File: src/rtl/line_monitor_pkg.sv
// Shared definitions for the line activity monitor: channel indices,
// per-channel FSM states, synchronizer depth and a counter-width helper.
package line_monitor_pkg;

    localparam int unsigned NUM_CH     = 4;
    localparam int unsigned CH_RX      = 0;
    localparam int unsigned CH_UC_TX   = 1;
    localparam int unsigned CH_RTS     = 2;
    localparam int unsigned CH_UC_CTS  = 3;

    localparam int unsigned SYNC_DEPTH = 2;

    typedef enum logic {
        IDLE = 1'b0,
        HOLD = 1'b1
    } state_t;

    // Bits needed to hold 0..v-1; never narrower than one bit.
    function automatic int unsigned cnt_width(input int unsigned v);
        return (v <= 1) ? 1 : $clog2(v);
    endfunction

endpackage : line_monitor_pkg

File: src/rtl/line_activity_monitor_stretcher.sv
// One monitored line: 2-flop synchronizer, edge detect against a history
// flop, and a retriggerable stretch FSM driving a registered LED output.
//
//   state | meaning
//   ------+------------------------------------------------------------
//   IDLE  | no recent edge, LED off
//   HOLD  | edge seen within the last HOLD_CYCLES clocks, LED on (1 clk later)
module activity_stretcher
    import line_monitor_pkg::*;
#(
    parameter int unsigned HOLD_CYCLES = 1200000
) (
    input  logic clk_i,
    input  logic rst_i,
    input  logic line_i,
    input  logic prime_done_i,
    output logic line_sync_o,
    output logic led_o
);

    localparam int unsigned CW     = cnt_width(HOLD_CYCLES);
    localparam logic [CW-1:0] RELOAD = CW'(HOLD_CYCLES - 1);

    logic [SYNC_DEPTH-1:0] sync_q;
    logic                  hist_q;
    state_t                state_q, state_d;
    logic [CW-1:0]         cnt_q, cnt_d;
    logic                  led_q;
    logic                  edge_det;

    // Resynchronize the line; reset to the UART idle level so release is quiet.
    always_ff @(posedge clk_i or posedge rst_i) begin
        if (rst_i) begin
            sync_q <= '1;
            hist_q <= 1'b1;
        end else begin
            sync_q <= {sync_q[SYNC_DEPTH-2:0], line_i};
            hist_q <= sync_q[SYNC_DEPTH-1];
        end
    end

    assign line_sync_o = sync_q[SYNC_DEPTH-1];

    // The prime window masks the edge caused by the line level differing
    // from the reset value of the synchronizer.
    assign edge_det = prime_done_i && (sync_q[SYNC_DEPTH-1] != hist_q);

    // Next state: an edge always (re)loads the timer, even on the expiry clock.
    always_comb begin
        state_d = state_q;
        cnt_d   = cnt_q;
        case (state_q)
            IDLE: begin
                if (edge_det) begin
                    state_d = HOLD;
                    cnt_d   = RELOAD;
                end
            end
            HOLD: begin
                if (edge_det) begin
                    cnt_d = RELOAD;
                end else if (cnt_q == '0) begin
                    state_d = IDLE;
                end else begin
                    cnt_d = cnt_q - 1'b1;
                end
            end
            default: begin
                state_d = IDLE;
                cnt_d   = '0;
            end
        endcase
    end

    // State and down-counter registers.
    always_ff @(posedge clk_i or posedge rst_i) begin
        if (rst_i) begin
            state_q <= IDLE;
            cnt_q   <= '0;
        end else begin
            state_q <= state_d;
            cnt_q   <= cnt_d;
        end
    end

    // LED follows the state one clock later, giving 4 clocks input-to-LED.
    always_ff @(posedge clk_i or posedge rst_i) begin
        if (rst_i) begin
            led_q <= 1'b0;
        end else begin
            led_q <= (state_q == HOLD);
        end
    end

    assign led_o = led_q;

endmodule : activity_stretcher

File: src/rtl/line_activity_monitor.sv
// Line activity monitor: four stretched activity LEDs, a heartbeat square
// wave and, when LINE_MONITOR_BREAK_DETECT_EN is defined, break detection on
// the two data lines (rx, uart_uc_tx). Without the macro break_detect is 0.
module line_activity_monitor
    import line_monitor_pkg::*;
#(
    parameter int unsigned HOLD_CYCLES    = 1200000,
    parameter int unsigned BREAK_CYCLES   = 12000,
    parameter int unsigned HEARTBEAT_HALF = 6000000
) (
    input  logic        clock_12mhz,
    input  logic        reset,
    input  logic [3:0]  lines_in,
    output logic [3:0]  led_activity,
    output logic        led_heartbeat,
    output logic [1:0]  break_detect
);

    localparam int unsigned HW = cnt_width(HEARTBEAT_HALF);
    localparam logic [HW-1:0] HB_LAST = HW'(HEARTBEAT_HALF - 1);

    logic [1:0]        prime_q, prime_d;
    logic              prime_done;
    logic [NUM_CH-1:0] line_sync;
    logic [HW-1:0]     hb_cnt_q, hb_cnt_d;
    logic              hb_q, hb_d;

    // Prime counter: saturates at 3, enabling edge detection 3 clocks after release.
    always_comb begin
        prime_d = prime_q;
        if (prime_q != 2'd3) begin
            prime_d = prime_q + 2'd1;
        end
    end

    // Prime counter register.
    always_ff @(posedge clock_12mhz or posedge reset) begin
        if (reset) begin
            prime_q <= 2'd0;
        end else begin
            prime_q <= prime_d;
        end
    end

    assign prime_done = (prime_q == 2'd3);

    for (genvar ch = 0; ch < NUM_CH; ch++) begin : g_ch
        activity_stretcher #(
            .HOLD_CYCLES (HOLD_CYCLES)
        ) u_stretch (
            .clk_i        (clock_12mhz),
            .rst_i        (reset),
            .line_i       (lines_in[ch]),
            .prime_done_i (prime_done),
            .line_sync_o  (line_sync[ch]),
            .led_o        (led_activity[ch])
        );
    end

    // Heartbeat: count 0..HEARTBEAT_HALF-1, toggle the output on wrap.
    always_comb begin
        hb_cnt_d = hb_cnt_q + 1'b1;
        hb_d     = hb_q;
        if (hb_cnt_q == HB_LAST) begin
            hb_cnt_d = '0;
            hb_d     = ~hb_q;
        end
    end

    // Heartbeat registers.
    always_ff @(posedge clock_12mhz or posedge reset) begin
        if (reset) begin
            hb_cnt_q <= '0;
            hb_q     <= 1'b0;
        end else begin
            hb_cnt_q <= hb_cnt_d;
            hb_q     <= hb_d;
        end
    end

    assign led_heartbeat = hb_q;

    // Control lines never feed the break detector.
    logic unused_ctrl_sync;
    assign unused_ctrl_sync = ^line_sync[CH_UC_CTS:CH_RTS];

`ifdef LINE_MONITOR_BREAK_DETECT_EN
    localparam int unsigned BW = cnt_width(BREAK_CYCLES);
    localparam logic [BW-1:0] BRK_LAST = BW'(BREAK_CYCLES - 1);

    for (genvar n = CH_RX; n <= CH_UC_TX; n++) begin : g_break
        logic [BW-1:0] low_cnt_q, low_cnt_d;
        logic          brk_q, brk_d;

        // Low counter saturates at BREAK_CYCLES-1; the flag sets on the
        // BREAK_CYCLES-th consecutive low clock and stays until the line rises.
        always_comb begin
            low_cnt_d = '0;
            brk_d     = 1'b0;
            if (!line_sync[n]) begin
                brk_d     = (low_cnt_q == BRK_LAST);
                low_cnt_d = (low_cnt_q == BRK_LAST) ? low_cnt_q : low_cnt_q + 1'b1;
            end
        end

        // Low counter and break flag registers; no prime gating here.
        always_ff @(posedge clock_12mhz or posedge reset) begin
            if (reset) begin
                low_cnt_q <= '0;
                brk_q     <= 1'b0;
            end else begin
                low_cnt_q <= low_cnt_d;
                brk_q     <= brk_d;
            end
        end

        // Drop on the very first synchronized high sample, not a clock later.
        assign break_detect[n] = brk_q & ~line_sync[n];
    end
`else
    logic       unused_data_sync;
    logic [31:0] unused_break_cycles;
    assign unused_data_sync    = ^line_sync[CH_UC_TX:CH_RX];
    assign unused_break_cycles = BREAK_CYCLES;
    assign break_detect        = 2'b00;
`endif

endmodule : line_activity_monitor
File: config.mk
export PLATFORM = sky130hd
export DESIGN_NAME = line_activity_monitor
export DESIGN_NICKNAME = d
export VERILOG_FILES = /design/src/rtl/line_monitor_pkg.sv /design/src/rtl/line_activity_monitor_stretcher.sv /design/src/rtl/line_activity_monitor.sv
export SDC_FILE = /design/constraint.sdc
export NUM_CORES = 1
export LEC_CHECK = 0
export ABC_AREA = 1
export BUFFER_PORTS_ARGS = -buffer_cell sky130_fd_sc_hd__buf_2
export CORE_MARGIN = 1
export CORE_UTILIZATION = 55
export DETAILED_ROUTE_END_ITERATION = 6
export GPL_ROUTABILITY_DRIVEN = 0
export MAX_ROUTING_LAYER = met4
export PLACE_DENSITY = 0.73
export SYNTH_ARGS = -nofsm -noshare
export SYNTH_HDL_FRONTEND = slang
export SYNTH_HIERARCHICAL = 1
export SYNTH_SLANG_ARGS = --single-unit
export TNS_END_PERCENT = 30
File: constraint.sdc
create_clock -name clock_12mhz -period 1.5 [get_ports clock_12mhz]
set_input_delay 0.075 -clock clock_12mhz [delete_from_list [all_inputs] [get_ports clock_12mhz]]
set_output_delay 0.075 -clock clock_12mhz [all_outputs]
set_load 0.02 [all_outputs]
# --- Word level (Yosys, flattened, before mapping) ---
# Index checks and enable logic that the tools add are counted.
totals:
  inputBits: 6
  mem_count: 0
  romBits: 0
  latchBits: 0
  output_inout_bits: 7
  reg_bits: 130
  mem_bits_rw: 0
  word_cells: 94
classes:
  mul: 0
  addsub: 6
  shifts: 0
  div: 0
  n_eq_ne: 15
  magnitude_cmp: 0
  n_mux: 33
  bitwise: 5
  n_reduce_logical: 12
op_table:
  columns: ["cell", "n"]
  rows:
  - ["two-way mux 21 bit", 12]
  - ["case mux 21 bit (2 select lines)", 4]
  - ["zero test 21 bit", 4]
  - ["subtractor 21 x 1 -> 21 bit (second input constant)", 4]
  - ["adder 23 x 1 -> 23 bit (second input constant)", 1]
  - ["== test 23 bit (second input constant)", 1]
  - ["two-way mux 23 bit", 1]
  - ["two-way mux 1 bit", 12]
  - ["!= test 3 bit (second input constant)", 4]
  - ["!= test 2 x 1 -> 1 bit (second input constant)", 4]
  - ["case mux 1 bit (2 select lines)", 4]
  - ["AND reduction 2 bit", 4]
  - ["NOT 1 bit", 5]
  - ["logical AND 1 bit", 4]
  - ["!= test 1 bit", 4]
  - ["adder 2 x 1 -> 2 bit (second input constant)", 1]
  - ["== test 2 bit (second input constant)", 1]
  - ["!= test 2 bit (second input constant)", 1]

# --- Logic depth before layout (Yosys ltp) ---
# Gate-level depths: netlist of the first run.
depth:
  word_depth: 4
  ltp_mapped: 11
  ltp_nobuf: 10

# --- Cells and area by module ---
# Netlist of the first run, hierarchy kept.
by_module_without_submodules:
  columns: ["mod", "seq_area_each_um2", "cells_per_inst", "area_per_inst_um2", "instances"]
  rows:
  - ["activity_stretcher", 654.4, 218, 1616.6, 4]
  - ["line_activity_monitor", 650.6, 196, 1490.2, 1]

# --- Least setup slack after synthesis of the first run ---
# No wires, ideal clock.
synth_timing:
  path_type: "register to register"
  from: "register g_ch[0].u_stretch.cnt_q[0]"
  to: "register g_ch[0].u_stretch.cnt_q[15]"
  required_ns: 1.383
  setup_slack_ns: -0.067
  arrival_ns: 1.450
  path_buffers: 1
  synth_period_minus_slack_ns: 1.567
  path_stages_with_launch: 11
  setup_ns: 0.117
  cell_sequence: "dfrtp_1 > inv_1 > ha_1 > nand2_1 > nor3_1 > nand3_4 > nand2_4 > nand2_4 > buf_6 > nand3_2 > nand2_1"
synth_between:
  elab_chain_cells: 4
  elab_cells_between_ends: 7
  cone_classes: "add/sub (1); eq/ne (1); mux (3); reduce/logical (2)"
synth_rtl:
  columns: ["element", "line_no", "text"]
  rows:
  - ["start: declaration", "line_activity_monitor_stretcher.sv:27", "logic [CW-1:0] cnt_q, cnt_d;"]
  - ["start signal: assignment", "line_activity_monitor_stretcher.sv:82", "cnt_q <= cnt_d;"]
  - ["subtractor 21 x 1 -> 21 bit", "line_activity_monitor_stretcher.sv:65", "cnt_d = cnt_q - 1'b1;"]
  - ["two-way mux 21 bit", "line_activity_monitor_stretcher.sv:62", "end else if (cnt_q == '0) begin"]
  - ["two-way mux 21 bit", "line_activity_monitor_stretcher.sv:60", "if (edge_det) begin"]
  - ["case mux 21 bit (2 select lines)", "line_activity_monitor_stretcher.sv:52", "case (state_q)"]
# Several ways; a longest one is shown, not always the timed one. The select of a mux whose other input is x is not followed.
# A chain may end at the register's enable or synchronous reset.

# --- Worst setup path in the final report of the first run ---
layout_timing:
  from: "register g_ch[3].u_stretch.cnt_q[8]"
  to: "register g_ch[3].u_stretch.cnt_q[0]"
layout_between:
  elab_chain_cells: 3
layout_rtl:
  columns: ["element", "line_no"]
  rows:
  - ["start: declaration", "line_activity_monitor_stretcher.sv:27"]
  - ["start signal: assignment", "line_activity_monitor_stretcher.sv:82"]
  - ["zero test 21 bit", "line_activity_monitor_stretcher.sv:62"]
  - ["!= test 3 bit (no line)", null]
  - ["AND reduction 2 bit (no line)", null]
# No other way between the ends.

==> results of run 1 <==
registers in the layout (all words and copies together), names as in the netlist:
name / count
g_ch.u_stretch/cnt_q: 84
g_ch.u_stretch/hist_q: 4
g_ch.u_stretch/led_o: 4
g_ch.u_stretch/state_q: 4
g_ch.u_stretch/sync_q: 8
hb_cnt_q: 23
led_heartbeat: 1
prime_q: 2
Yosys cell counts (all sizes together), types with 4 or more instances:
| library cell | n |
|---|---|
| a21oi | 10 |
| buf | 19 |
| clkinv | 4 |
| dfrtp | 118 |
| dfstp | 12 |
| ha | 10 |
| inv | 121 |
| nand2 | 301 |
| nand3 | 108 |
| nand3b | 13 |
| nand4 | 27 |
| nor2 | 211 |
| nor3 | 11 |
| nor3b | 4 |
| nor4 | 4 |
| o21ai | 70 |
| xnor2 | 5 |
| xor2 | 18 |
logic make-up (layout without fill, tap and decap cells):
kind of cell / count (synthesis) / in the layout / synth area share [%]
buf+inv: 144 / 365 / 8.30
simple gates: 679 / 683 / 40.2
flops: 130 / 130 / 41.1
mux: 1 / 1 / 0.142
fa+ha+maj: 10 / 10 / 1.57
compound gates: 80 / 80 / 6.16
xor+xnor: 23 / 23 / 2.53
other cells: 1 / 2 / 0.0471
routing by layer:
layer / vias to the layer above / track usage [%]
met5: - / -
met4: 0 / 10.2
met3: 71 / 6.23
met2: 300 / 49.5
met1: 3810 / 37.4
li1: 3848 / -
power breakdown:
part / total, W / switching, W / internal, W
sequential: 0.00361 / 0.0000377 / 0.00357
clock: 0.00403 / 0.00168 / 0.00235
combinational: 0.000536 / 0.000336 / 0.000200
total: 0.00817 / 0.00205 / 0.00612
timing repair:
action                                  4_1_cts  5_1_grt
gates resized for setup                      91      144
endpoints found under the hold margin       122        0
pin swaps                                    21       50
endpoints found under the setup margin       78      101
cloned                                        3        1
buffers inserted                              8       14
hold buffers                                  5        0
cell type report:
cell class	instances	area [µm²]	area share, %
clock inverter	13	129	1.16
clock buffer	19	443	3.99
inverter	125	523	4.72
timing repair buffer	208	1700	15.3
multi-input combinational	799	4800	43.3
sequential	130	3270	29.5
tap	180	225	2.03
metrics by stage:
stage	setup WS, ns	std cells	hold slack (ns)	utilization, %	TNS [ns]
after detailed placement	-0.125	1414	0.181	67.9	-4.44
after global placement	-0.0852	1414	0.180	67.9	-2.26
after floorplan	0.00525	1069	0.0795	-	0
after CTS	-0.0990	1462	0.277	75.1	-1.61
after global routing	-0.384	1474	0.287	79.3	-16.27
final	-0.325	1474	0.289	79.3	-10.53
path summary, 6_finish.rpt:
kind / from / to / slack, ns / depth (start not counted)
setup / recovery: g_ch[3].u_stretch/cnt_q[8] / g_ch[3].u_stretch/cnt_q[0] / -0.32 / 8
hold / removal: lines_in[2] / g_ch[2].u_stretch/sync_q[0] / 0.29 / 2
setup reg to reg: g_ch[3].u_stretch/cnt_q[8] / g_ch[3].u_stretch/cnt_q[0] / -0.32 / 8
hold reg to reg: g_ch[2].u_stretch/sync_q[0] / g_ch[2].u_stretch/sync_q[1] / 0.36 / 0
max in group asynchronous: reset / g_ch[3].u_stretch/hist_q / 0.86 / 4
min in group asynchronous: reset / prime_q[0] / 0.30 / 4
worst max-delay path, cell delays in order, from the launching register on:
cell and delay (ns):
sky130_fd_sc_hd__dfrtp_1 0.40, sky130_fd_sc_hd__nor2_2 0.17, sky130_fd_sc_hd__nand2_1 0.14, sky130_fd_sc_hd__nor2_2 0.27
sky130_fd_sc_hd__nand3_4 0.16, sky130_fd_sc_hd__nand2_8 0.12, sky130_fd_sc_hd__clkinvlp_4 0.18, sky130_fd_sc_hd__a21oi_2 0.18
sky130_fd_sc_hd__o21ai_2 0.09
==> metrics.txt, run 1 <==
run status=complete, but fails checks; violated checks=negative setup slack; data arrival time of the critical path=roughly 2.1 ns; area share of the leading cell type in the synthesized netlist=between 30% and 40%; top routing layer in use=met4; library cell occupying the most area in the post-synthesis netlist=sky130_fd_sc_hd__dfrtp_1; post-route DRC violation count=0; leak pwr=between 5 and 6 nW; WP data required=about 1.8 ns; Die Y-Extent=~120 µm; count of boundary I/O pins=13; area enclosed by the die boundary=0.0150 mm²; clock tree from TritonCTS=done; final count of hold timing violations=0; Setup crit end kind=flip-flop; dominant synthesized flop cell=sky130_fd_sc_hd__dfrtp_1; CP Max Fanout=8; number of antenna violations at the first check in global routing=0; fin crit period=between 1.5 and 2 ns; RSZ-0062 raised after global routing=yes; startpoint types=flip-flop; Starting Density=a little under three fifths; total power consumption of the routed design=around 0.008 W; maximum number of pins on one net before global-route repair=27; pwr dens=between 700 and 800 mW/mm²; largest cells by area after synthesis=sky130_fd_sc_hd__dfrtp_1 37%, sky130_fd_sc_hd__nand2_1 13%, sky130_fd_sc_hd__nor2_1 8.8%, sky130_fd_sc_hd__inv_1 5.6%, sky130_fd_sc_hd__nand3_1 5.5%; core box area=approximately 0.014 mm²; kind of path behind the tightest hold check=in -> reg; # nets final=~1300; metal1 wirelength=about 9600 µm; Vias per Instance=5.45; yosys synthesis warning count=6; root buffer cell=sky130_fd_sc_hd__clkbuf_16; cts bufs inserted=17; Post-synth EDFFs=0; ant diodes=0; most frequent cells in the layout=252 x sky130_fd_sc_hd__nand2_1, 177 x sky130_fd_sc_hd__buf_4, 121 x sky130_fd_sc_hd__nor2_1; worst setup path class=reg -> reg; wire length of the first global-routing pass=between 30000 and 40000 µm; Max-cap violations=0; post-route ant nets=0; post-detailed-placement half-perimeter wirelength=between 10000 and 15000 µm; number of iterations in the first detailed-routing pass=7; fillcell total=just under 900; detailed router's first-iteration violation count=just over 600; remaining global-route overflow=0; Skew-Pair Late Insertion Delay=around 0.43 ns; highest ir drop seen on vdd=0.822 mV; via total after detailed routing=8029; met2 routed WL=~12000 µm; Final period util=122%; count of mapped cells out of synthesis=approximately 1100; cell area after synthesis=a little under 0.008 mm²; number of slew-limit violations in the final report=0; DP Area=approximately 0.0095 mm²; post-synthesis average cell area=7.45 µm²; final instance area=about 0.011 mm²; proportion of synthesized chip area in sequential cells=~41%; overall track demand over capacity in global routing=30.3%; drt wl/cell=approximately 16 µm; maximum clock skew at final layout=slightly below 0.01 ns; clock sinks=130; number of distinct library cell variants in the gate-level netlist after synthesis=33; most common library cell in the layout ignoring fill and taps=sky130_fd_sc_hd__nand2_1; width of the chip=122 µm; Finish-stage setup viols=~80; number of global-route vias before repair=between 7000 and 8000; detailed route wirelength on metal3=between 1000 and 1500 µm; ys async rst share=100%; standard-cell rows=43; post-synthesis to final-layout area growth=39.4%; Max Clock Freq=around 550 MHz; clock-pin slew on the worst setup and hold paths=0.06 ns; FF+latch count, synth=130; overall routed net length=between 20000 and 25000 µm; CTS Buffer Depth=2; H-Tree Level Count=4; buffers added on ports=10; final worst setup slack=-0.325 ns; proportion of layout cells with a drive suffix above 1=between 30% and 40%
(Power assumes the default switching activity.)
==> run 2: changes to the inputs <==
--- a/config.mk
+++ b/config.mk
@@ -8,11 +8,11 @@
 export ABC_AREA = 1
 export BUFFER_PORTS_ARGS = -buffer_cell sky130_fd_sc_hd__buf_2
 export CORE_MARGIN = 1
-export CORE_UTILIZATION = 55
+export CORE_UTILIZATION = 35
 export DETAILED_ROUTE_END_ITERATION = 6
 export GPL_ROUTABILITY_DRIVEN = 0
 export MAX_ROUTING_LAYER = met4
-export PLACE_DENSITY = 0.73
+export PLACE_DENSITY = 0.5
 export SYNTH_ARGS = -nofsm -noshare
 export SYNTH_HDL_FRONTEND = slang
 export SYNTH_HIERARCHICAL = 1
==> run 2 against run 1 <==
Effect of this change: the flow still finishes with violations (negative setup slack); critical path depth unchanged; die area increased by 56%; sequential power about the same; highest routed layer unchanged.
==> metrics.txt, run 2 (same netlist as run 1, synthesis figures left out) <==
number of slew-limit violations in the final report=0 (unchanged); overall routed net length=21200 µm (-9.7%); data arrival time of the critical path=1.93 ns (-0.19 ns); Die Y-Extent=153 µm (+25%); via total after detailed routing=7482 (-6.8%); Finish-stage setup viols=51 (-35%); detailed route wirelength on metal3=633 µm (-51%); area enclosed by the die boundary=0.0233 mm² (+56%); Skew-Pair Late Insertion Delay=0.42 ns (about the same); Final period util=108% (-13 points); RSZ-0062 raised after global routing=yes; number of global-route vias before repair=7315 (-1.7%); total power consumption of the routed design=0.00855 W (+4.6%); non-filler cells, final=1594 (+8.1%); clock-pin slew on the worst setup and hold paths=0.06 ns (about the same); violated checks=negative setup slack; maximum clock skew at final layout=0.0102 ns (+0.000585 ns); most frequent cells in the layout=260 x sky130_fd_sc_hd__nand2_1, 203 x sky130_fd_sc_hd__buf_4, 125 x sky130_fd_sc_hd__nor2_1; kind of path behind the tightest hold check=in -> async; Max-cap violations=0 (unchanged); detailed router's first-iteration violation count=333 (-46%); remaining global-route overflow=0 (unchanged); top register by number of flip-flops=g_ch.u_stretch/cnt_q; highest ir drop seen on vdd=0.551 mV (-33%); DP Area=0.00968 mm² (+2.0%); clock sinks=130 (unchanged); fin crit period=1.62 ns (-0.201 ns); top routing layer in use=met4; final count of hold timing violations=0 (unchanged); CP Max Fanout=8 (unchanged); count of boundary I/O pins=13 (unchanged); post-route ant nets=0 (unchanged); number of antenna violations at the first check in global routing=0 (unchanged); buffers added on ports=10 (unchanged); Vias per Instance=4.69 (-14%); WP data required=1.80 ns (about the same); worst setup path class=reg -> reg; metal1 wirelength=10700 µm (+12%); Max Clock Freq=616 MHz (+12%); wire length of the first global-routing pass=35600 µm (+3.4%); number of iterations in the first detailed-routing pass=4 (-3); Largest register FFs=84 (unchanged); H-Tree Level Count=4 (unchanged); core box area=0.0220 mm² (+57%); final instance area=0.0112 mm² (+1.2%); Setup crit end kind=flip-flop; cts bufs inserted=17 (unchanged); maximum number of pins on one net before global-route repair=27 (unchanged); Starting Density=36.1% (-21 points); leak pwr=5.14 nW (+1.0%); pwr dens=762 mW/mm² (+3.4%); biggest registers after layout=g_ch.u_stretch/cnt_q (84), hb_cnt_q (23), g_ch.u_stretch/sync_q (8); post-route DRC violation count=0 (unchanged); # nets final=1317 (+1.5%); width of the chip=153 µm (+25%); most common library cell in the layout ignoring fill and taps=sky130_fd_sc_hd__nand2_1; run status=complete, but fails checks; final worst setup slack=-0.123 ns (+0.201 ns); fillcell total=2149 (+150%); overall track demand over capacity in global routing=19.4% (-11 points); root buffer cell=sky130_fd_sc_hd__clkbuf_16; cell count after placement=1534 (+8.5%); clock tree from TritonCTS=done; CTS Buffer Depth=2 (unchanged); startpoint types=flip-flop; post-detailed-placement half-perimeter wirelength=15000 µm (+6.9%); standard-cell rows=54 (+26%); proportion of layout cells with a drive suffix above 1=38.7% (-0.13 points); ant diodes=0 (unchanged); post-synthesis to final-layout area growth=41.1%; setup slack after placement=-0.122 ns (+0.00278 ns); met2 routed WL=9740 µm (-18%); drt wl/cell=13.3 µm (-16%)
[run 2: changes by cell type in the layout (fill, tap and decap cells not counted), sizes merged]
cell,before,now
buf,203,223
inv,122,118
bufinv,1,4
clkinvlp,4,6
clkinv,11,10
[run 2: through the flow]
step / setup TNS (ns) / utilization (%) / hold slack (ns)
2_1_floorplan: 0 / - / 0.0795
3_3_place_gp: -3.94 / 44.0 / 0.00292
3_5_place_dp: -5.00 / 44.0 / 0.0101
4_1_cts: -0.950 / 48.6 / 0.124
5_1_grt: -9.51 / 51.0 / 0.139
6_report: -2.67 / 51.0 / 0.121
[run 2: worst max-delay path, cell delays in order (launching register included)]
cell and delay (ns):
sky130_fd_sc_hd__dfrtp_1 0.44, sky130_fd_sc_hd__nor2_2 0.17, sky130_fd_sc_hd__nand2_2 0.11, sky130_fd_sc_hd__nor2_2 0.17, sky130_fd_sc_hd__nand3_4 0.12, sky130_fd_sc_hd__nand2_8 0.10, sky130_fd_sc_hd__clkinvlp_4 0.18, sky130_fd_sc_hd__a21oi_1 0.16
sky130_fd_sc_hd__o21ai_1 0.07
[run 2: worst paths after layout]
path / start / end / slack (ns) / depth (start not counted)
max reg2reg: g_ch[2].u_stretch/cnt_q[4] / g_ch[2].u_stretch/cnt_q[0] / -0.12 / 8
min reg2reg: g_ch[0].u_stretch/sync_q[0] / g_ch[0].u_stretch/sync_q[1] / 0.35 / 0
max in group asynchronous: reset / hb_cnt_q[13] / 0.84 / 4
min: reset / prime_q[1] / 0.12 / 3
min in group clock_12mhz: lines_in[1] / g_ch[1].u_stretch/sync_q[0] / 0.29 / 2
max: g_ch[2].u_stretch/cnt_q[4] / g_ch[2].u_stretch/cnt_q[0] / -0.12 / 8
[run 2: layout make-up]
| class | instances | area, µm² | area share [%] |
|---|---|---|---|
| clock inverters | 13 | 184 | 1.64 |
| well taps | 280 | 350 | 3.12 |
| inverters | 125 | 543 | 4.84 |
| multi-input cells | 799 | 4670 | 41.6 |
| clock buffers | 19 | 443 | 3.95 |
| repair buffers | 228 | 1760 | 15.7 |
| flip-flops and latches | 130 | 3280 | 29.2 |
[run 2: timing repair]
item	in CTS	in global routing
hold buffers	5	0
setup buffers	8	11
resized for setup	89	118
pin swaps	11	33
endpoints found under the hold margin	122	0
cloned	0	4
endpoints found under the setup margin	71	83
[run 2: report_power, final]
part | internal [W] | leakage (nW) | switching (W)
Combinational | 0.000196 | 3.41 | 0.000307
Sequential | 0.00357 | 1.43 | 0.0000351
Clock | 0.00282 | 0.299 | 0.00162
Total | 0.00659 | 5.14 | 0.00196
[run 2: metal layers]
layer,GRT usage [%],up-vias
met5,-,-
met4,4.57,0
met3,3.10,13
met2,30.4,88
met1,26.3,3493
li1,-,3888
==> run 3: changes to the inputs <==
--- a/config.mk
+++ b/config.mk
@@ -15,6 +15,5 @@
 export PLACE_DENSITY = 0.5
 export SYNTH_ARGS = -nofsm -noshare
 export SYNTH_HDL_FRONTEND = slang
-export SYNTH_HIERARCHICAL = 1
 export SYNTH_SLANG_ARGS = --single-unit
 export TNS_END_PERCENT = 30
==> run 3 against run 2 <==
Effect of this change: the run still ends with negative setup slack left; via count fell by 2.2%; area after synthesis is 2.8% lower; clock power fell by 8.3%; critical path type unchanged; utilization grew 0.16 points; synthesized cell count down 2.3%; critical endpoint is now g_ch[2].u_stretch.cnt_q[2]; die area shrank 2.7%.
==> metrics.txt, run 3 <==
non-filler cells, final=1590 (-0.25%); cts bufs inserted=17 (unchanged); reported net switching power=0.00206 W (+4.9%); sequential share of power=43.8% (+1.7 points); H-Tree Level Count=4 (unchanged); Setup crit end kind=flip-flop; post-route ant nets=0 (unchanged); remaining global-route overflow=0 (unchanged); clock sinks=130 (unchanged); violated checks=negative setup slack; run status=complete, but fails checks; largest cells by area after synthesis=sky130_fd_sc_hd__dfrtp_1 38%, sky130_fd_sc_hd__nand2_1 12%, sky130_fd_sc_hd__nand3_1 7.1%, sky130_fd_sc_hd__inv_1 6.9%, sky130_fd_sc_hd__nor2_1 6.8%; Post-synth EDFFs=0 (unchanged); portion of total power attributed to combinational logic=6.9% (+1.0 points); wire length of the first global-routing pass=33300 µm (-6.4%); clock tree from TritonCTS=done; post-synthesis average cell area=7.42 µm² (-0.44%); drt wl/cell=12.6 µm (-5.1%); ys async rst share=100% (unchanged); Starting Density=35.6% (-0.56 points); FF+latch count, synth=130 (unchanged); width of the chip=151 µm (-1.4%); most common cell in the synthesized netlist=sky130_fd_sc_hd__nand2_1; highest ir drop seen on vdd=0.759 mV (+38%); Post-synth top cells=248 x sky130_fd_sc_hd__nand2_1, 143 x sky130_fd_sc_hd__inv_1, 141 x sky130_fd_sc_hd__nor2_1, 118 x sky130_fd_sc_hd__dfrtp_1, 109 x sky130_fd_sc_hd__nand3_1; detailed router's first-iteration violation count=317 (-4.8%); most frequent cells in the layout=217 x sky130_fd_sc_hd__nand2_1, 209 x sky130_fd_sc_hd__buf_4, 122 x sky130_fd_sc_hd__inv_1; standard-cell rows=54 (unchanged); number of cells traversed by the worst register-to-register path=9 (+1); proportion of synthesized chip area in sequential cells=42.2% (+1.2 points); ant diodes=0 (unchanged); Vias per Instance=4.60 (-1.9%); Largest register FFs=84 (unchanged); final worst setup slack=-0.0956 ns (+0.0277 ns); overall track demand over capacity in global routing=19.4% (-0.070 points); cell area after synthesis=0.00774 mm² (-2.8%); yosys synthesis warning count=0 (-6); switching power share of the total=24.9% (+1.9 points); number of slew-limit violations in the final report=0 (unchanged); Max Clock Freq=627 MHz (+1.7%); internal power summed over all cells=0.00621 W (-5.7%); maximum number of pins on one net before global-route repair=69 (+160%); number of global-route vias before repair=6871 (-6.1%); CTS Buffer Depth=2 (unchanged); top register by number of flip-flops=g_ch.u_stretch.cnt_q; final instance area=0.0111 mm² (-0.91%); WP data required=1.80 ns (about the same); count of mapped cells out of synthesis=1043 (-2.3%); clock-pin slew on the worst setup and hold paths=0.06 ns (about the same); startpoint types=flip-flop; DP Area=0.00960 mm² (-0.84%); fin crit period=1.60 ns (-0.0277 ns); Max-cap violations=0 (unchanged); post-detailed-placement half-perimeter wirelength=14500 µm (-3.5%); proportion of layout cells with a drive suffix above 1=38.5% (-0.19 points); data arrival time of the critical path=1.89 ns (-0.04 ns); Final period util=106% (-1.8 points); area enclosed by the die boundary=0.0227 mm² (-2.7%); worst setup path class=reg -> reg; most common library cell in the layout ignoring fill and taps=sky130_fd_sc_hd__nand2_1; Finish-stage setup viols=31 (-39%); core box area=0.0218 mm² (-1.2%); CP Max Fanout=3 (-5); dominant synthesized flop cell=sky130_fd_sc_hd__dfrtp_1; cell count after placement=1523 (-0.72%); overall routed net length=20100 µm (-5.3%); kind of path behind the tightest hold check=in -> async; final count of hold timing violations=0 (unchanged); Post-Route Setup TNS=-0.932 ns (+1.73 ns); area share of the leading cell type in the synthesized netlist=38.2% (+1.1 points); number of antenna violations at the first check in global routing=0 (unchanged); Clock power frac=49.3% (-2.7 points); via total after detailed routing=7319 (-2.2%); maximum clock skew at final layout=0.0133 ns (+0.00307 ns); leak pwr=5.26 nW (+2.3%); pwr dens=744 mW/mm² (-2.4%); library cell occupying the most area in the post-synthesis netlist=sky130_fd_sc_hd__dfrtp_1; Die Y-Extent=151 µm (-1.4%); RSZ-0062 raised after global routing=yes; number of distinct library cell variants in the gate-level netlist after synthesis=40 (+21%); Skew-Pair Late Insertion Delay=0.43 ns (about the same); # nets final=1313 (-0.30%); post-synthesis to final-layout area growth=43.8%; post-route DRC violation count=0 (unchanged); number of iterations in the first detailed-routing pass=5 (+1); root buffer cell=sky130_fd_sc_hd__clkbuf_16; count of boundary I/O pins=13 (unchanged); biggest registers after layout=g_ch.u_stretch.cnt_q (84), hb_cnt_q (23), g_ch.u_stretch.sync_q (8); buffers added on ports=10 (unchanged)
## run 3: routing by layer
layer,vias to the layer above,GRT usage [%],part of all wire [%]
li1,3842,-,-
met1,3404,26.9,51
met2,61,28.8,46
met3,12,3.73,2.1
met4,0,4.90,1.0
met5,-,-,0
## run 3: area by class of cell
class	count	area (µm²)
Inverter	151	604
Timing Repair Buffer	253	2040
Tap cell	280	350
Multi-Input combinational cell	743	4260
Clock buffer	19	453
Timing Repair inverter	1	8.76
Clock inverter	13	125
Sequential cell	130	3280
Fill cell	2103	10600
## run 3: path summary, 6_finish.rpt
path	start	to	slack [ns]
hold / removal	reset	g_ch[2].u_stretch.cnt_q[11]	0.11
setup reg to reg	g_ch[2].u_stretch.cnt_q[0]	g_ch[2].u_stretch.cnt_q[2]	-0.1
hold reg to reg	g_ch[2].u_stretch.sync_q[0]	g_ch[2].u_stretch.sync_q[1]	0.36
min in group clock_12mhz	lines_in[3]	g_ch[3].u_stretch.sync_q[0]	0.29
setup / recovery	g_ch[2].u_stretch.cnt_q[0]	g_ch[2].u_stretch.cnt_q[2]	-0.1
max in group asynchronous	reset	g_ch[3].u_stretch.hist_q	0.76
## run 3: what timing repair did
action | CTS | global route
pin swaps | 18 | 53
gates cloned | 0 | 2
hold buffers | 5 | 0
resized for setup | 61 | 162
hold endpoints to repair | 122 | 0
setup endpoints to repair | 76 | 97
buffers inserted | 8 | 21
## run 3: worst max-delay path: stages (launching register included)
cell,delay (ns)
sky130_fd_sc_hd__dfrtp_1,0.36
sky130_fd_sc_hd__inv_2,0.07
sky130_fd_sc_hd__buf_6,0.12
sky130_fd_sc_hd__ha_4,0.16
sky130_fd_sc_hd__buf_4,0.13
sky130_fd_sc_hd__buf_4,0.13
sky130_fd_sc_hd__inv_1,0.05
sky130_fd_sc_hd__nor2_1,0.04
sky130_fd_sc_hd__nor4_1,0.30
sky130_fd_sc_hd__o21ai_1,0.12
## run 3: logic make-up (layout without fill, tap and decap cells)
kind of cell | after synthesis | after routing | synth area share (%)
flops | 130 | 130 | 42.2
fa+ha+maj | 10 | 10 | 1.62
other cells | 1 | 2 | 0.0485
xor+xnor | 20 | 20 | 2.26
buf+inv | 171 | 437 | 9.57
simple gates | 626 | 626 | 38.0
compound gates | 85 | 85 | 6.28
## run 3: through the flow
stage               power [W]  setup WS [ns]  utilization, %  hold WS, ns
floorplan             0.00393         -0.174               -       0.0795
CTS                   0.00836        -0.0791            48.1       0.0918
detailed placement    0.00417         -0.170            44.1     0.000997
global route          0.00865         -0.201            51.1        0.115
global placement      0.00417         -0.156            44.1      0.00138
finish                0.00827        -0.0956            51.1        0.112
## run 3: power groups by stage
stage               clock network, W  logic, W  registers [W]
global placement                   0  0.000498        0.00367
CTS                          0.00421  0.000533        0.00362
finish                       0.00408  0.000572        0.00362
floorplan                          0  0.000255        0.00368
detailed placement                 0  0.000499        0.00368
global route                 0.00438  0.000644        0.00363
